**src/rtl/d_e_pipe_reg_pkg.sv**
```systemverilog
// ============================================================================
// Module : d_e_pipe_reg_pkg
// Brief  : Shared opcode/NOP constants and stall/bubble action decode for the
//          D/E pipeline register.
// Rev    : 1.0 - initial release
// ============================================================================
`default_nettype none

package d_e_pipe_reg_pkg;

    localparam logic [6:0]  OP_IMM        = 7'b0010011;
    localparam logic [6:0]  OP_LOAD       = 7'b0000011;
    localparam logic [31:0] NOP_INSTR_DEF = 32'h0000_0013;

    typedef enum logic [1:0] {
        ACT_LOAD   = 2'd0,
        ACT_STALL  = 2'd1,
        ACT_BUBBLE = 2'd2
    } e_action_t;

    // Bubble dominates stall; a simultaneous request still resolves to bubble.
    function automatic e_action_t decode_action(input logic stall, input logic bubble);
        if (bubble)     return ACT_BUBBLE;
        else if (stall) return ACT_STALL;
        else            return ACT_LOAD;
    endfunction

endpackage

`default_nettype wire

```
**src/rtl/d_e_pipe_reg_if.sv**
```systemverilog
// ============================================================================
// Module : d_e_pipe_reg_if
// Brief  : Decode-side inputs, hazard controls and execute-side outputs of the
//          D/E register. Perf counter signals exist only with HAZARD_PERF_EN.
// Rev    : 1.0 - initial release
// ============================================================================
`default_nettype none

interface d_e_pipe_reg_if #(
    parameter int XLEN = 32
);
    logic            E_stall_i;
    logic            E_bubble_i;
    logic            D_valid_i;
    logic [XLEN-1:0] D_pc_i;
    logic [31:0]     D_instr_i;
    logic [6:0]      D_opcode_i;
    logic [4:0]      D_rd_i;
    logic [4:0]      D_rs1_i;
    logic [4:0]      D_rs2_i;
    logic [XLEN-1:0] D_imm_i;
    logic [XLEN-1:0] D_valA_i;
    logic [XLEN-1:0] D_valB_i;

    logic            E_valid_o;
    logic [XLEN-1:0] E_pc_o;
    logic [31:0]     E_instr_o;
    logic [6:0]      E_opcode_o;
    logic [4:0]      E_rd_o;
    logic [4:0]      E_rs1_o;
    logic [4:0]      E_rs2_o;
    logic [XLEN-1:0] E_imm_o;
    logic [XLEN-1:0] E_valA_o;
    logic [XLEN-1:0] E_valB_o;
    logic            ctl_err_o;
    logic            stall_timeout_o;
`ifdef HAZARD_PERF_EN
    logic [31:0]     perf_stall_cnt_o;
    logic [31:0]     perf_bubble_cnt_o;
    logic [31:0]     perf_issue_cnt_o;
`endif

    modport master (
        output E_stall_i, E_bubble_i, D_valid_i, D_pc_i, D_instr_i, D_opcode_i,
               D_rd_i, D_rs1_i, D_rs2_i, D_imm_i, D_valA_i, D_valB_i,
        input  E_valid_o, E_pc_o, E_instr_o, E_opcode_o, E_rd_o, E_rs1_o,
               E_rs2_o, E_imm_o, E_valA_o, E_valB_o, ctl_err_o, stall_timeout_o
`ifdef HAZARD_PERF_EN
        , input perf_stall_cnt_o, perf_bubble_cnt_o, perf_issue_cnt_o
`endif
    );

    modport slave (
        input  E_stall_i, E_bubble_i, D_valid_i, D_pc_i, D_instr_i, D_opcode_i,
               D_rd_i, D_rs1_i, D_rs2_i, D_imm_i, D_valA_i, D_valB_i,
        output E_valid_o, E_pc_o, E_instr_o, E_opcode_o, E_rd_o, E_rs1_o,
               E_rs2_o, E_imm_o, E_valA_o, E_valB_o, ctl_err_o, stall_timeout_o
`ifdef HAZARD_PERF_EN
        , output perf_stall_cnt_o, perf_bubble_cnt_o, perf_issue_cnt_o
`endif
    );

endinterface

`default_nettype wire

```
**src/rtl/d_e_pipe_reg_stall_watchdog.sv**
```systemverilog
// ============================================================================
// Module : stall_watchdog
// Brief  : Saturating consecutive-stall counter with a sticky timeout flag.
// Rev    : 1.0 - initial release
// ============================================================================
`default_nettype none

module stall_watchdog #(
    parameter int MAX_STALL = 15
) (
    input  wire logic clk,
    input  wire logic rst_n,
    input  wire logic stall_apply,
    output logic      timeout
);
    localparam int CW = (MAX_STALL < 1) ? 1 : $clog2(MAX_STALL + 1);

    logic [CW-1:0] r_cnt;
    logic          r_timeout;

    // A stall seen with the counter already saturated is the (MAX_STALL+1)th.
    always_ff @(posedge clk or negedge rst_n) begin
        if (!rst_n) begin
            r_cnt     <= '0;
            r_timeout <= 1'b0;
        end else if (stall_apply) begin
            if (r_cnt == CW'(MAX_STALL)) begin
                r_timeout <= 1'b1;
            end else begin
                r_cnt <= r_cnt + CW'(1);
            end
        end else begin
            r_cnt <= '0;
        end
    end

    assign timeout = r_timeout;

endmodule

`default_nettype wire

```
**src/rtl/d_e_pipe_reg.sv**
```systemverilog
// ============================================================================
// Module : d_e_pipe_reg
// Brief  : Decode-to-execute pipeline register with stall/bubble control,
//          conflict flag and stall watchdog. Optional HAZARD_PERF_EN macro adds
//          stall/bubble/issue performance counters.
// Rev    : 1.0 - initial release
// ============================================================================
`default_nettype none

module d_e_pipe_reg
    import d_e_pipe_reg_pkg::*;
#(
    parameter int          XLEN      = 32,
    parameter int          MAX_STALL = 15,
    parameter logic [31:0] NOP_INSTR = NOP_INSTR_DEF
) (
    input  wire logic       clk_i,
    input  wire logic       rst_n_i,
    d_e_pipe_reg_if.slave   bus
);
    e_action_t       w_action;
    logic            w_stall_apply;
    logic            w_conflict;
    logic            w_timeout;

    logic            r_valid;
    logic [XLEN-1:0] r_pc;
    logic [31:0]     r_instr;
    logic [6:0]      r_opcode;
    logic [4:0]      r_rd;
    logic [4:0]      r_rs1;
    logic [4:0]      r_rs2;
    logic [XLEN-1:0] r_imm;
    logic [XLEN-1:0] r_vala;
    logic [XLEN-1:0] r_valb;
    logic            r_ctl_err;

    assign w_action      = decode_action(bus.E_stall_i, bus.E_bubble_i);
    assign w_stall_apply = (w_action == ACT_STALL);
    assign w_conflict    = bus.E_stall_i & bus.E_bubble_i;

    always_ff @(posedge clk_i or negedge rst_n_i) begin
        if (!rst_n_i) begin
            r_valid  <= 1'b0;
            r_pc     <= '0;
            r_instr  <= NOP_INSTR;
            r_opcode <= OP_IMM;
            r_rd     <= '0;
            r_rs1    <= '0;
            r_rs2    <= '0;
            r_imm    <= '0;
            r_vala   <= '0;
            r_valb   <= '0;
        end else begin
            case (w_action)
                ACT_BUBBLE: begin
                    // pc is still captured so a bubble can be traced in debug.
                    r_valid  <= 1'b0;
                    r_pc     <= bus.D_pc_i;
                    r_instr  <= NOP_INSTR;
                    r_opcode <= OP_IMM;
                    r_rd     <= '0;
                    r_rs1    <= '0;
                    r_rs2    <= '0;
                    r_imm    <= '0;
                    r_vala   <= '0;
                    r_valb   <= '0;
                end
                ACT_LOAD: begin
                    // An invalid entry never names a destination register.
                    r_valid  <= bus.D_valid_i;
                    r_pc     <= bus.D_pc_i;
                    r_instr  <= bus.D_instr_i;
                    r_opcode <= bus.D_opcode_i;
                    r_rd     <= bus.D_valid_i ? bus.D_rd_i : 5'd0;
                    r_rs1    <= bus.D_rs1_i;
                    r_rs2    <= bus.D_rs2_i;
                    r_imm    <= bus.D_imm_i;
                    r_vala   <= bus.D_valA_i;
                    r_valb   <= bus.D_valB_i;
                end
                default: ;
            endcase
        end
    end

    always_ff @(posedge clk_i or negedge rst_n_i) begin
        if (!rst_n_i) begin
            r_ctl_err <= 1'b0;
        end else if (w_conflict) begin
            r_ctl_err <= 1'b1;
        end
    end

    stall_watchdog #(
        .MAX_STALL (MAX_STALL)
    ) u_stall_watchdog (
        .clk         (clk_i),
        .rst_n       (rst_n_i),
        .stall_apply (w_stall_apply),
        .timeout     (w_timeout)
    );

`ifdef HAZARD_PERF_EN
    logic [31:0] r_perf_stall;
    logic [31:0] r_perf_bubble;
    logic [31:0] r_perf_issue;

    always_ff @(posedge clk_i or negedge rst_n_i) begin
        if (!rst_n_i) begin
            r_perf_stall  <= '0;
            r_perf_bubble <= '0;
            r_perf_issue  <= '0;
        end else begin
            if (w_action == ACT_STALL)                    r_perf_stall  <= r_perf_stall + 32'd1;
            if (w_action == ACT_BUBBLE)                   r_perf_bubble <= r_perf_bubble + 32'd1;
            if ((w_action == ACT_LOAD) && bus.D_valid_i)  r_perf_issue  <= r_perf_issue + 32'd1;
        end
    end

    assign bus.perf_stall_cnt_o  = r_perf_stall;
    assign bus.perf_bubble_cnt_o = r_perf_bubble;
    assign bus.perf_issue_cnt_o  = r_perf_issue;
`endif

    assign bus.E_valid_o       = r_valid;
    assign bus.E_pc_o          = r_pc;
    assign bus.E_instr_o       = r_instr;
    assign bus.E_opcode_o      = r_opcode;
    assign bus.E_rd_o          = r_rd;
    assign bus.E_rs1_o         = r_rs1;
    assign bus.E_rs2_o         = r_rs2;
    assign bus.E_imm_o         = r_imm;
    assign bus.E_valA_o        = r_vala;
    assign bus.E_valB_o        = r_valb;
    assign bus.ctl_err_o       = r_ctl_err;
    assign bus.stall_timeout_o = w_timeout;

endmodule

`default_nettype wire

```
**src/flat_wrapper.sv**
```systemverilog
// flat-port wrapper written by rule: the top's interface ports become plain ports
module d_e_pipe_reg_flat import d_e_pipe_reg_pkg::*;
#(
    parameter int          XLEN      = 32,
    parameter int          MAX_STALL = 15,
    parameter logic [31:0] NOP_INSTR = NOP_INSTR_DEF
)
  (clk_i, rst_n_i, bus_E_stall_i, bus_E_bubble_i, bus_D_valid_i, bus_D_pc_i, bus_D_instr_i, bus_D_opcode_i, bus_D_rd_i, bus_D_rs1_i, bus_D_rs2_i, bus_D_imm_i, bus_D_valA_i, bus_D_valB_i, bus_E_valid_o, bus_E_pc_o, bus_E_instr_o, bus_E_opcode_o, bus_E_rd_o, bus_E_rs1_o, bus_E_rs2_o, bus_E_imm_o, bus_E_valA_o, bus_E_valB_o, bus_ctl_err_o, bus_stall_timeout_o);
  d_e_pipe_reg_if #(.XLEN(XLEN)) bus_i ();
  input  wire logic clk_i;
  input  wire logic rst_n_i;
  input wire logic [$bits(bus_i.E_stall_i)-1:0] bus_E_stall_i;
  input wire logic [$bits(bus_i.E_bubble_i)-1:0] bus_E_bubble_i;
  input wire logic [$bits(bus_i.D_valid_i)-1:0] bus_D_valid_i;
  input wire logic [$bits(bus_i.D_pc_i)-1:0] bus_D_pc_i;
  input wire logic [$bits(bus_i.D_instr_i)-1:0] bus_D_instr_i;
  input wire logic [$bits(bus_i.D_opcode_i)-1:0] bus_D_opcode_i;
  input wire logic [$bits(bus_i.D_rd_i)-1:0] bus_D_rd_i;
  input wire logic [$bits(bus_i.D_rs1_i)-1:0] bus_D_rs1_i;
  input wire logic [$bits(bus_i.D_rs2_i)-1:0] bus_D_rs2_i;
  input wire logic [$bits(bus_i.D_imm_i)-1:0] bus_D_imm_i;
  input wire logic [$bits(bus_i.D_valA_i)-1:0] bus_D_valA_i;
  input wire logic [$bits(bus_i.D_valB_i)-1:0] bus_D_valB_i;
  output wire logic [$bits(bus_i.E_valid_o)-1:0] bus_E_valid_o;
  output wire logic [$bits(bus_i.E_pc_o)-1:0] bus_E_pc_o;
  output wire logic [$bits(bus_i.E_instr_o)-1:0] bus_E_instr_o;
  output wire logic [$bits(bus_i.E_opcode_o)-1:0] bus_E_opcode_o;
  output wire logic [$bits(bus_i.E_rd_o)-1:0] bus_E_rd_o;
  output wire logic [$bits(bus_i.E_rs1_o)-1:0] bus_E_rs1_o;
  output wire logic [$bits(bus_i.E_rs2_o)-1:0] bus_E_rs2_o;
  output wire logic [$bits(bus_i.E_imm_o)-1:0] bus_E_imm_o;
  output wire logic [$bits(bus_i.E_valA_o)-1:0] bus_E_valA_o;
  output wire logic [$bits(bus_i.E_valB_o)-1:0] bus_E_valB_o;
  output wire logic [$bits(bus_i.ctl_err_o)-1:0] bus_ctl_err_o;
  output wire logic [$bits(bus_i.stall_timeout_o)-1:0] bus_stall_timeout_o;
  assign bus_i.E_stall_i = bus_E_stall_i;
  assign bus_i.E_bubble_i = bus_E_bubble_i;
  assign bus_i.D_valid_i = bus_D_valid_i;
  assign bus_i.D_pc_i = bus_D_pc_i;
  assign bus_i.D_instr_i = bus_D_instr_i;
  assign bus_i.D_opcode_i = bus_D_opcode_i;
  assign bus_i.D_rd_i = bus_D_rd_i;
  assign bus_i.D_rs1_i = bus_D_rs1_i;
  assign bus_i.D_rs2_i = bus_D_rs2_i;
  assign bus_i.D_imm_i = bus_D_imm_i;
  assign bus_i.D_valA_i = bus_D_valA_i;
  assign bus_i.D_valB_i = bus_D_valB_i;
  assign bus_E_valid_o = bus_i.E_valid_o;
  assign bus_E_pc_o = bus_i.E_pc_o;
  assign bus_E_instr_o = bus_i.E_instr_o;
  assign bus_E_opcode_o = bus_i.E_opcode_o;
  assign bus_E_rd_o = bus_i.E_rd_o;
  assign bus_E_rs1_o = bus_i.E_rs1_o;
  assign bus_E_rs2_o = bus_i.E_rs2_o;
  assign bus_E_imm_o = bus_i.E_imm_o;
  assign bus_E_valA_o = bus_i.E_valA_o;
  assign bus_E_valB_o = bus_i.E_valB_o;
  assign bus_ctl_err_o = bus_i.ctl_err_o;
  assign bus_stall_timeout_o = bus_i.stall_timeout_o;
  d_e_pipe_reg #(.XLEN(XLEN), .MAX_STALL(MAX_STALL), .NOP_INSTR(NOP_INSTR)) u_core (.clk_i(clk_i), .rst_n_i(rst_n_i), .bus(bus_i));
endmodule
```
**config.mk**
```make
export PLATFORM = sky130hd
export DESIGN_NAME = d_e_pipe_reg_flat
export DESIGN_NICKNAME = d
export VERILOG_FILES = /design/src/rtl/d_e_pipe_reg_pkg.sv /design/src/rtl/d_e_pipe_reg_if.sv /design/src/rtl/d_e_pipe_reg_stall_watchdog.sv /design/src/rtl/d_e_pipe_reg.sv /design/src/flat_wrapper.sv
export SDC_FILE = /design/constraint.sdc
export NUM_CORES = 1
export LEC_CHECK = 0
export ABC_AREA = 1
export ABC_CLOCK_PERIOD_IN_PS = 2820
export BUFFER_PORTS_ARGS = -buffer_cell sky130_fd_sc_hd__buf_2
export CAP_MARGIN = 20
export CORE_AREA = 4 4 142 144
export DETAILED_ROUTE_END_ITERATION = 7
export DIE_AREA = 0 0 146 148
export PLACE_DENSITY_LB_ADDON = 0.2
export SYNTH_ARGS = -nofsm -noshare
export SYNTH_HDL_FRONTEND = slang
export SYNTH_SLANG_ARGS = --single-unit
```
**constraint.sdc**
```tcl
create_clock -name clk_i -period 2.82 [get_ports clk_i]
set_input_delay 0.282 -clock clk_i [delete_from_list [all_inputs] [get_ports clk_i]]
set_output_delay 0.282 -clock clk_i [all_outputs]
set_load 0.02 [all_outputs]
```
After elaboration in Yosys (flattened, before gate mapping)
Index checks and enable logic that the tools add are counted.
Widths: inputs -> output; s select.
{"block": "word_totals", "ff_bits": 189, "output_inout_bits": 185, "word_cells": 37, "in_bits": 187}
{"block": "op_classes", "bitwise": 1, "muxes": 14, "reduce_logical": 4, "n_eq_ne": 4, "addsub": 1}
{"operator": "$pmux 32 s2", "count": 4}
{"operator": "$pmux 5 s2", "count": 3}
{"operator": "$pmux 7 s2", "count": 1}
{"operator": "$mux 4", "count": 2}
{"operator": "$mux 5", "count": 1}
{"operator": "$add 4x1->4 const B", "count": 1}
{"operator": "$eq 4x4->1 const B", "count": 1}
{"operator": "$eq 2x1->1 const B", "count": 1}
{"operator": "$eq 2x2->1 const B", "count": 1}
{"operator": "$logic_not 2->1", "count": 1}
{"operator": "$mux 2", "count": 1}
{"operator": "$ne 2x2->1 const B", "count": 1}
{"operator": "$pmux 1 s2", "count": 1}
{"operator": "$reduce_and 2->1", "count": 1}
{"operator": "$reduce_bool 2->1", "count": 1}
{"operator": "$reduce_or 2->1", "count": 1}
{"operator": "$and 1x1->1", "count": 1}
{"operator": "$mux 1", "count": 1}

Longest topological paths before layout
Gate-level depths: netlist of the first run.
{"block": "logic_depth", "word_depth": 4, "mapped_depth": 6, "depth_no_buf": 5}

By module
From an unflattened synthesis of the first run, not the netlist that was laid out.
{"block": "hier_totals", "cells_unflattened": 816, "hier_area_um2": 7215.7}
{"module": "d_e_pipe_reg", "cells_per_inst": 788, "n_inst": 1, "seq_area_each_um2": 4611.9, "area_each_um2": 6974.2}
{"module": "stall_watchdog", "cells_per_inst": 28, "n_inst": 1, "seq_area_each_um2": 125.1, "area_each_um2": 241.5}

Worst setup path after synthesis of the first run
No wires, ideal clock.
{"block": "synth_timing", "path_kind": "register to register", "from": "reg u_core.u_stall_watchdog.r_cnt[0]", "to": "reg u_core.u_stall_watchdog.r_cnt[0]", "synth_period_minus_slack_ns": 0.989, "path_slack_ns": 1.831, "required_time_ns": 2.703, "setup_time_ns": 0.117, "t_arrival_ns": 0.872, "stages_incl_launch_ff": 6, "path_buffers": 0, "cell_sequence": "dfrtp_1 > ha_1 > nand3_1 > nor2_1 > nand2_1 > nand2_1"}
{"block": "synth_via", "elab_chain_cells": 3, "elab_cells_between_ends": 5, "cone_classes": "add/sub: 1; eq/ne: 2; mux: 2"}
{"element": "start: declaration", "line_no": "d_e_pipe_reg_stall_watchdog.sv:18", "source": "logic [CW-1:0] r_cnt;"}
{"element": "start signal: assignment", "line_no": "d_e_pipe_reg_stall_watchdog.sv:30", "source": "r_cnt <= r_cnt + CW'(1);"}
{"element": "$add 4x1->4", "line_no": "d_e_pipe_reg_stall_watchdog.sv:30"}
{"element": "$mux 4", "line_no": "d_e_pipe_reg_stall_watchdog.sv:27", "source": "if (r_cnt == CW'(MAX_STALL)) begin"}
{"element": "$mux 4", "line_no": "d_e_pipe_reg_stall_watchdog.sv:26", "source": "end else if (stall_apply) begin"}
Several ways; a longest one is shown, not always the timed one. The select of a mux whose other input is x is not followed.
A chain may end at the register's enable or synchronous reset.

Final worst setup path of the first run
{"block": "layout_timing", "from": "reg u_core.r_instr[1] (netlist: u_core.bus.E_instr_o[1])", "to": "out bus_E_instr_o[1]"}
{"element": "start: declaration", "line_no": "d_e_pipe_reg.sv:28", "source": "logic [31:0] r_instr;"}
{"element": "start signal: assignment", "line_no": "d_e_pipe_reg.sv:73", "source": "r_instr <= bus.D_instr_i;"}
{"element": "end: declaration", "line_no": "flat_wrapper.sv:26", "source": "output wire logic [$bits(bus_i.E_instr_o)-1:0] bus_E_instr_o;"}
No word-level cell between the ends.

==> results.md, run 1 <==
Logic synthesis:
- After synthesis the netlist holds a flip-flop and latch count of 189.
- The gate count of the mapped netlist is 805.
- The synthesized area per cell is 8.89 um^2.
- Of the total synthesized cell area, the portion taken by XOR and XNOR cells is 0.
- The synthesized net count is 993.
- Of the total synthesized cell area, the portion taken by AND, OR, NAND and NOR gates is 0.301.
- The count of unique library cells instantiated by Yosys is 16.
- The total of warnings raised by yosys is 0.
- Of the post-synthesis cell area, the part taken by muxes is 0.
- The proportion of synthesized chip area in sequential cells is 0.662.
- The complex-gate fraction of the synthesized area came to 0.00280.
- In this run the cell area of the synthesized design comes to 0.00716 mm^2.
- After synthesis, the largest family of logic cells by area is simple AND/OR/NAND/NOR gates.
- Of the total synthesized cell area, the portion taken by full adders, half adders and majority gates is 0.00175.

Clocking:
- The post-cts repair resize count is 0.
- The TritonCTS clock tree is built.
- The clock buffer count from CTS is 17.
- The cell at the root of the clock tree is sky130_fd_sc_hd__clkbuf_16.
- Clock-pin slew was measured on the worst setup and hold paths at 0.08 ns.
- The number of sinks driven by the clock tree is 189.
- The H-tree was split into 4 levels.
- In this run the deepest clock path goes through 2 buffers.
- The insertion delay of the later-clocked pin in the worst-skew pair is 0.42 ns.

Power:
- Power spread over the standard cell area amounts to 623 mW/mm^2.
- Across the VDD grid, the largest voltage drop is 0.400 mV.
- The leakage power of the design is 6.01 nW.

STA:
- Setup violations remaining at the end of the flow were counted as 0.
- The worst max-slew margin expressed relative to the limit is 0.395.
- The total count of max-transition violations in the final report came to 0.
- The maximum achievable frequency is 709 MHz.
- The ratio of final minimum period to clock period is 0.500.
- Setup repair after global routing left no endpoint under its margin.
- The count of endpoints failing hold in the final timing report was 0.
- The worst hold slack is 0.0482 ns.
- In the final timing run, aggregate negative setup slack is 0 ns.
- For the pin with the worst max-slew slack, the measured transition is 0.905 ns.
- The worst path meets setup with 1.41 ns of slack.
- The clock period could shrink to 1.41 ns.
- The setup clock skew after layout is 0.00355 ns.

Placed design:
- The count of input and output buffers is 371.
- The global placer's final weighted congestion is 0.831.
- The worst slack at placement is 1.09 ns.
- The HPWL after detailed placement is 15,200 um.
- Once placement finished, the instance area stood at 0.00926 mm^2.

Setup path:
- The reg-to-reg startpoint is u_core.u_stall_watchdog.r_cnt[0].
- The required time at the worst-slack endpoint is 2.54 ns.
- On the worst path, the slowest cell contributes a delay of 0.54 ns.
- Traced cell by cell, the critical path runs through buf_2.
- The worst setup slack for register-to-register paths is 1.70 ns.
- STA classifies the critical path startpoint as a flop.
- Broken down by cell family, the worst path's largest delay share belongs to flip-flops.
- The start-to-end type of the worst setup path is reg2out.
- The critical path's slowest cell is sky130_fd_sc_hd__dfstp_2.
- The worst setup path is captured at an output pin.
- The count of buffering cells on the critical path with inverters included is 1.
- The highest net fanout along the worst path is 2.
- In this run the critical register-to-register path is captured at u_core.u_stall_watchdog.r_cnt[0].
- STA puts the critical path data arrival time at 1.13 ns.
- The depth of the most critical reg-to-reg path is 5.

Detailed routing:
- The average wire per standard cell is 15.0 um.
- The detail-routed via count per cell is 4.40.
- For this run, design rule violations remaining after detail routing come to 0.
- The routed wire length is 21,100 um.
- The routed layout has 6,223 vias.
- The first detailed-routing pass ran for 7 iterations.
- The detail route stage leaves a number of antenna-violating nets equal to 0.
- In this run, the number of DRC markers left after iteration 0 of detailed routing was 395.

Hold path:
- The worst hold path terminates at u_core.bus.E_imm_o[14].
- The critical hold path startpoint is bus_D_imm_i[14].
- The cell depth of the worst min-delay path is 3.
- The tightest min-delay check is of the in2reg type.

Floorplan:
- Measured along the x axis, the die boundary spans 146 um.
- The floorplan has 50 rows.
- The core region is 0.0187 mm^2.
- The die outline area is 0.0216 mm^2.
- The die height is 148 um.
- The number of ports placed on the die boundary is 372.
- The initial standard-cell utilization of the core is 0.383.

Global routing:
- For this run the aggregate overflow at the end of global routing stands at 0.
- The initial antenna violation count is 3.
- The first global-routing pass estimated 33,200 um of wire.
- Across every metal layer, demand over resource in global routing totals 0.193.
- The via count of the first global-routing pass came to 6,154.
- Entering global routing, the biggest net connects 91 pins.

Finish:
- The net count of the finished layout is 1,353.
- Of the cells placed in the final design, the portion with a size suffix greater than 1 is 0.357.
- The growth of design area from synthesis to finish is 37.5%.
- Fill cells in the final layout number 1,790.
- The fraction of the core area covered by cells at the end of the flow is 0.526.
- The area of all placed cells without fillers is 0.00985 mm^2.

Status:
- The flow ran to the end, and the final reports show no timing, DRC or antenna violations.

Job:
- The tool flagged a number of max-cap violations equal to 0.
## area by class of cell
type / instances / area [um^2] / area share
repair buffers: 380 / 2020 / 0.205
clock buffers: 19 / 453 / 0.0460
clock inverters: 13 / 125 / 0.0127
well taps: 234 / 293 / 0.0297
flip-flops and latches: 189 / 4740 / 0.481
diodes: 1 / 2.50 / 0.000254
inverters: 4 / 15.0 / 0.00152
multi-input cells: 573 / 2200 / 0.223
## placed cells by master (no fill, tap or decap), drive strengths merged, types with 2 or more instances in the layout
cell,netlist,layout
o21bai,2,2
nor2,25,25
nand3,8,8
clkbuf,1,20
clkinv,0,7
nand2,535,535
dfrtp,183,183
inv,4,10
dfstp,6,6
buf,38,378
## synthesized netlist by cell type
master,number,share of area
sky130_fd_sc_hd__buf_1,2,0.0010
sky130_fd_sc_hd__ha_1,1,0.0017
sky130_fd_sc_hd__o21ai_0,1,0.00070
sky130_fd_sc_hd__dfrtp_1,183,0.64
sky130_fd_sc_hd__buf_2,26,0.018
sky130_fd_sc_hd__inv_2,1,0.00052
sky130_fd_sc_hd__nand2_1,535,0.28
sky130_fd_sc_hd__nand3_1,8,0.0056
sky130_fd_sc_hd__nor2_1,24,0.013
sky130_fd_sc_hd__o21bai_1,2,0.0021
sky130_fd_sc_hd__dfstp_2,6,0.022
sky130_fd_sc_hd__inv_1,3,0.0016
sky130_fd_sc_hd__nand3b_1,1,0.0010
sky130_fd_sc_hd__nor2_4,1,0.0016
sky130_fd_sc_hd__clkbuf_1,1,0.00052
sky130_fd_sc_hd__buf_4,10,0.010
## repair_timing
action | 4_1_cts | 5_1_grt
endpoints found under the hold margin | 77 | 0
hold buffers | 1 | 0
setup buffers | 0 | 0
## flip-flops by register name, indices dropped and copies added (netlist names)
| signal | cells |
|---|---|
| u_core.bus.E_imm_o | 32 |
| u_core.bus.E_instr_o | 32 |
| u_core.bus.E_pc_o | 32 |
| u_core.bus.E_valA_o | 32 |
| u_core.bus.E_valB_o | 32 |
| u_core.bus.E_opcode_o | 7 |
| u_core.bus.E_rd_o | 5 |
| u_core.bus.E_rs1_o | 5 |
| u_core.bus.E_rs2_o | 5 |
| u_core.u_stall_watchdog.r_cnt | 4 |
| u_core.bus.E_valid_o | 1 |
| u_core.bus.ctl_err_o | 1 |
| u_core.u_stall_watchdog.timeout | 1 |
## stage by stage
stage | power (mW) | std cells
after detailed placement | 3.86 | 1379
after CTS | 6.22 | 1412
after global placement | 3.85 | 1379
after floorplan | 3.42 | 805
after global routing | 6.43 | 1413
final | 6.13 | 1413
## logic make-up after synthesis
group | Yosys count
fa+ha+maj | 1
compound gates | 3
simple gates | 569
buf+inv | 43
flops | 189
## worst max path at each step
stage,from,end,slack (ns),cells past startpoint
after floorplan,u_core.u_stall_watchdog.r_cnt[0],u_core.u_stall_watchdog.r_cnt[0],1.83,5
after global placement,bus_E_bubble_i,u_core.bus.E_pc_o[24],1.15,6
after detailed placement,bus_E_bubble_i,u_core.bus.E_pc_o[6],1.09,6
after CTS,u_core.bus.E_instr_o[1],bus_E_instr_o[1],1.38,1
after global routing,u_core.bus.E_instr_o[1],bus_E_instr_o[1],1.37,1
final,u_core.bus.E_instr_o[1],bus_E_instr_o[1],1.41,1
## where the power goes
group          leakage [nW]  switching, mW  internal, mW
sequential             2.45         0.0818          2.87
clock                 0.287           1.12          1.22
combinational          3.27          0.548         0.290
total                  6.01           1.75          4.38
## routing by layer
metal | vias up | part of all wire | global-route usage | wire (um)
met3 | 43 | 0.071 | 0.0576 | 1490
met1 | 2810 | 0.40 | 0.228 | 8420
met4 | 4 | 0.029 | 0.0809 | 606
met2 | 227 | 0.50 | 0.331 | 10600
li1 | 3139 | - | - | -
met5 | - | 0.00099 | 0 | 21
(Power assumes the default switching activity.)
==> inputs of run 2 (changes only) <==
--- a/config.mk
+++ b/config.mk
@@ -5,13 +5,13 @@
 export SDC_FILE = /design/constraint.sdc
 export NUM_CORES = 1
 export LEC_CHECK = 0
-export ABC_AREA = 1
-export ABC_CLOCK_PERIOD_IN_PS = 2820
+export ABC_AREA = 0
+export ABC_CLOCK_PERIOD_IN_PS = 1400
 export BUFFER_PORTS_ARGS = -buffer_cell sky130_fd_sc_hd__buf_2
 export CAP_MARGIN = 20
-export CORE_AREA = 4 4 142 144
+export CORE_AREA = 4 4 143 145
 export DETAILED_ROUTE_END_ITERATION = 7
-export DIE_AREA = 0 0 146 148
+export DIE_AREA = 0 0 147 149
 export PLACE_DENSITY_LB_ADDON = 0.2
 export SYNTH_ARGS = -nofsm -noshare
 export SYNTH_HDL_FRONTEND = slang
==> constraint.sdc (replaced) <==
create_clock -name clk_i -period 1.4 [get_ports clk_i]
set_input_delay 0.14 -clock clk_i [delete_from_list [all_inputs] [get_ports clk_i]]
set_output_delay 0.14 -clock clk_i [all_outputs]
set_load 0.02 [all_outputs]
==> run 2 against run 1 <==
Effect of this change:
- cell count shrank 0.42%
- total power grew 110%
- clock skew grew 0.0039 ns
- worst setup slack lost 1.3 ns
- critical path type unchanged
- worst hold slack lost 0.018 ns
- critical path depth is the same
- combinational power grew to 2.9 times the previous value
- synthesized cell count shrank 27%
==> results.md, run 2 <==
Logic synthesis:
- The biggest area contributor in the post-synthesis netlist is sky130_fd_sc_hd__dfrtp_1.
- The synthesized area per cell is 13.1 um^2 (+48%).
- The proportion of synthesized chip area in sequential cells is 0.616 (-0.0457).
- The count of state elements after synthesis is 189 (unchanged).
- The count of unique library cells instantiated by Yosys is 27 (+11).
- In the synthesized netlist, the cells that appear most often are 183 x sky130_fd_sc_hd__dfrtp_1, 141 x sky130_fd_sc_hd__mux2i_1, 141 x sky130_fd_sc_hd__nor2_1, 26 x sky130_fd_sc_hd__mux2_4, 13 x sky130_fd_sc_hd__buf_4.
- The synthesized net count is 774 (-22%).
- The post-synthesis async set-or-reset flop share is 1.00 (unchanged).
- The number of synthesized flops with an enable pin is 0 (unchanged).
- The area share of the largest cell type after synthesis is 0.596 (-0.0441).
- The gate count of the mapped netlist is 586 (-27%).
- The most used flip-flop cell after synthesis is sky130_fd_sc_hd__dfrtp_1.
- The netlist area before placement was 0.00769 mm^2 (+7.4%).
- The total of warnings raised by yosys is 0 (unchanged).
- By area the synthesized netlist is led by sky130_fd_sc_hd__dfrtp_1 60%, sky130_fd_sc_hd__mux2i_1 18%, sky130_fd_sc_hd__nor2_1 6.9%.
- The dominant cell by count in the synthesized netlist is sky130_fd_sc_hd__dfrtp_1.

Job:
- The max capacitance violation total is 0 (unchanged).

Power:
- The fraction of power consumed by combinational cells is 0.184 (+0.047).
- The portion of total power attributed to sequential cells is 0.458 (-0.024).
- The total design power is 13.1 mW (+110%).
- The worst voltage drop across the vdd grid came to 0.762 mV (+90%).
- The share of total power consumed by net switching came to 0.280 (-0.00612).
- The leakage power of the design is 6.66 nW (+11%).
- The internal power is 9.40 mW (+110%).
- The power density normalized to cell area is 1070 mW/mm^2 (+72%).
- The clock group share of total power came to 0.358 (-0.023).
- The total net switching power was 3.65 mW (+110%).

Placed design:
- The count of input and output buffers is 371 (unchanged).
- The HPWL after detailed placement was 15,100 um (-0.70%).
- The placed instance area is 0.00987 mm^2 (+6.6%).
- The worst slack at placement is 0.194 ns (-0.897 ns).
- The global placer's final weighted congestion was 0.785 (-5.5%).

Detailed routing:
- The count of routing violations after the opening detailed-route iteration is 232 (-41%).
- The count of unresolved DRC violations after routing was 0 (unchanged).
- The remaining number of nets flagged by the antenna check after routing is 0 (unchanged).
- The average wire per standard cell was 16.4 um (+9.3%).
- The detailed-router iteration count before antenna repair came to 4 (-3).
- The detail-routed via count per cell is 4.56 (+3.6%).
- The routed wire length is 23,000 um (+8.8%).
- The via total after detailed routing is 6,420 (+3.2%).

Finish:
- The antenna diode count is 0 (-1).
- The layout cell share with drive strength beyond 1 is 0.403 (+0.0463).
- The net count of the finished layout is 1,317 (-2.7%).
- The area of all placed cells without fillers is 0.0122 mm^2 (+24%).
- In the layout the commonest cells are 368 x sky130_fd_sc_hd__buf_2, 183 x sky130_fd_sc_hd__dfrtp_1, 176 x sky130_fd_sc_hd__dlygate4sd3_1, 141 x sky130_fd_sc_hd__mux2i_1, 141 x sky130_fd_sc_hd__nor2_1.
- The final-layout fill cell count is 1,479 (-17%).
- The sequential standard cell area came to 0.00474 mm^2 (unchanged).
- The leading cell type in the layout, fill and taps excluded is sky130_fd_sc_hd__buf_2.
- The area taken by multi-input logic gates is 0.00269 mm^2 (+22%).
- Relative to the synthesized area, the layout overhead comes to 58.8%.

Clocking:
- The post-CTS setup repair buffer count is 0 (unchanged).
- The clock edge transition at the registers on the reported setup and hold paths is 0.07 ns (about the same).
- The total number of H-tree levels is 4 (unchanged).
- The buffer depth of the longest clock path is 2 (unchanged).
- The clock buffer count from CTS came to 17 (unchanged).
- TritonCTS built the clock tree.
- The number of sinks driven by the clock tree is 189 (unchanged).
- The cell sitting at the root of the clock tree is a sky130_fd_sc_hd__clkbuf_16.
- The insertion delay of the later-clocked pin in the worst-skew pair was 0.42 ns (about the same).

STA:
- The slew at the pin closest to its max-slew limit is 0.767 ns (-0.138 ns).
- The setup clock skew after layout is 0.00742 ns (+0.00387 ns).
- Derived from the worst setup path, the maximum achievable clock frequency is 790 MHz.
- The clock period minus final worst setup slack is 1.27 ns.
- The count of endpoints failing hold in the final timing report is 0 (unchanged).
- The worst setup margin is 0.134 ns (-1.27 ns).
- The worst hold slack is 0.0301 ns (-0.0181 ns).
- The ratio of final minimum period to clock period is 0.904.
- The count of endpoints failing setup in the final report is 0 (unchanged).
- Setup repair after global routing left no endpoint under its margin.
- The total count of max-transition violations in the final report was 0 (unchanged).
- The final setup TNS was 0 ns (unchanged).
- The worst max-slew margin expressed relative to the limit is 0.488 (+0.0935).

Floorplan:
- The floorplan row count is 51 (+2.0%).
- The initial standard-cell utilization of the core is 0.400 (+0.0176).
- The die boundary width is 147 um (+0.68%).
- The die outline area is 0.0219 mm^2 (+1.4%).
- The number of ports placed on the die boundary is 372 (unchanged).
- The die height is 149 um (+0.68%).
- The placeable core region was 0.0192 mm^2 (+2.7%).

Setup path:
- The worst setup slack for register-to-register paths is 0.25 ns (-1.45 ns).
- The count of buffering cells on the critical path with inverters included is 1 (unchanged).
- Walking the worst path, the cells encountered are buf_2.
- The longest individual stage delay on the worst path is 0.54 ns (about the same).
- The highest net fanout along the worst path is 2 (unchanged).
- The data arrival time of the critical path came to 1.13 ns (about the same).
- The nature of the critical path endpoint is an output pin.
- The worst setup path is of the reg2out kind.
- The required time at the worst-slack endpoint came to 1.26 ns (-1.28 ns).
- The reg-to-reg endpoint is u_core.u_stall_watchdog.r_cnt[0].
- The depth of the most critical reg-to-reg path is 3 (-2).
- In this run the critical register-to-register path is launched from u_core.u_stall_watchdog.r_cnt[0].
- The kind of cell with the highest combined delay on the critical path is flip-flops.
- The slowest stage of the critical path belongs to the cell sky130_fd_sc_hd__dfstp_2.
- The startpoint kind of the worst setup timing path is a flop.

Hold path:
- The tightest min-delay check is of the in2reg type.
- The critical hold path startpoint is bus_D_rd_i[2].
- For hold timing, the worst endpoint is u_core.bus.E_rd_o[2].
- The cell depth of the worst min-delay path came to 3 (unchanged).

Global routing:
- The via count of the first global-routing pass is 6,938 (+13%).
- The global-route usage over all layers is 0.207 (+0.0135).
- The initial antenna violation count is 0 (-3).
- The pin count of the biggest net entering global routing is 155 (+70%).
- The global-route wire length before repair was 36,400 um (+9.7%).
- The aggregate global routing overflow is 0 (unchanged).

Status:
- The flow ran to the end, and the final reports show no timing, DRC or antenna violations.
## run 2: cell types whose count changed after synthesis, sizes merged, moves of 7 or more
cell,before,now
nand2,535,5
mux2i,0,141
nor2,25,141
mux2,0,32
clkbuf,1,12
buf,38,28
nand3,8,1
nor2b,0,7
## run 2: power groups by stage
| stage | combinational [mW] | sequential [mW] | clock [mW] |
|---|---|---|---|
| 4_1_cts | 2.42 | 5.96 | 4.83 |
| 5_1_grt | 2.59 | 6.01 | 5.05 |
| 2_1_floorplan | 0.707 | 6.47 | 0 |
| 6_report | 2.41 | 5.97 | 4.67 |
| 3_5_place_dp | 2.02 | 6.06 | 0 |
| 3_3_place_gp | 2.00 | 6.06 | 0 |
## run 2: layer usage
| layer | vias up | wire [um] | global-route usage |
|---|---|---|---|
| met2 | 265 | 11500 | 0.354 |
| met5 | - | 0 | 0 |
| met4 | 0 | 692 | 0.0792 |
| li1 | 3056 | - | - |
| met3 | 41 | 1800 | 0.0593 |
| met1 | 3058 | 9040 | 0.249 |
## run 2: final cells by class
class                           instances  share of cell area
Sequential cell                       189               0.388
Timing Repair Buffer                  564               0.317
Multi-Input combinational cell        357               0.220
Clock buffer                           19              0.0371
Tap cell                              265              0.0272
Clock inverter                         13              0.0102
## run 2: logic make-up after synthesis
kind of cell,share of synthesized area
DFF,0.616
adders and majority gates,0.00163
and+or+nand+nor,0.0887
muxes,0.243
buffers and inverters,0.0348
AOI/OAI and AO/OA,0.0156
## run 2: how the worst max path moves through the flow
stage                                             to  slack [ns]                             start  cells past startpoint
CTS                                 bus_E_instr_o[0]        0.11           u_core.bus.E_instr_o[0]                      1
floorplan           u_core.u_stall_watchdog.r_cnt[0]        0.35  u_core.u_stall_watchdog.r_cnt[0]                      3
global route                       bus_E_opcode_o[0]        0.09          u_core.bus.E_opcode_o[0]                      1
finish                              bus_E_instr_o[0]        0.13           u_core.bus.E_instr_o[0]                      1
global placement    u_core.u_stall_watchdog.r_cnt[1]        0.21                    bus_E_bubble_i                      4
detailed placement  u_core.u_stall_watchdog.r_cnt[2]        0.19                    bus_E_bubble_i                      5
## run 2: timing repair
action | CTS | global route
gates resized for setup | 0 | 0
hold endpoints to repair | 358 | 0
hold buffers | 176 | 0
## run 2: stage by stage
| step | cells | utilization |
|---|---|---|
| floorplan | 586 | - |
| global placement | 1199 | 0.514 |
| global route | 1407 | 0.636 |
| detailed placement | 1199 | 0.514 |
| CTS | 1407 | 0.636 |
| finish | 1407 | 0.636 |
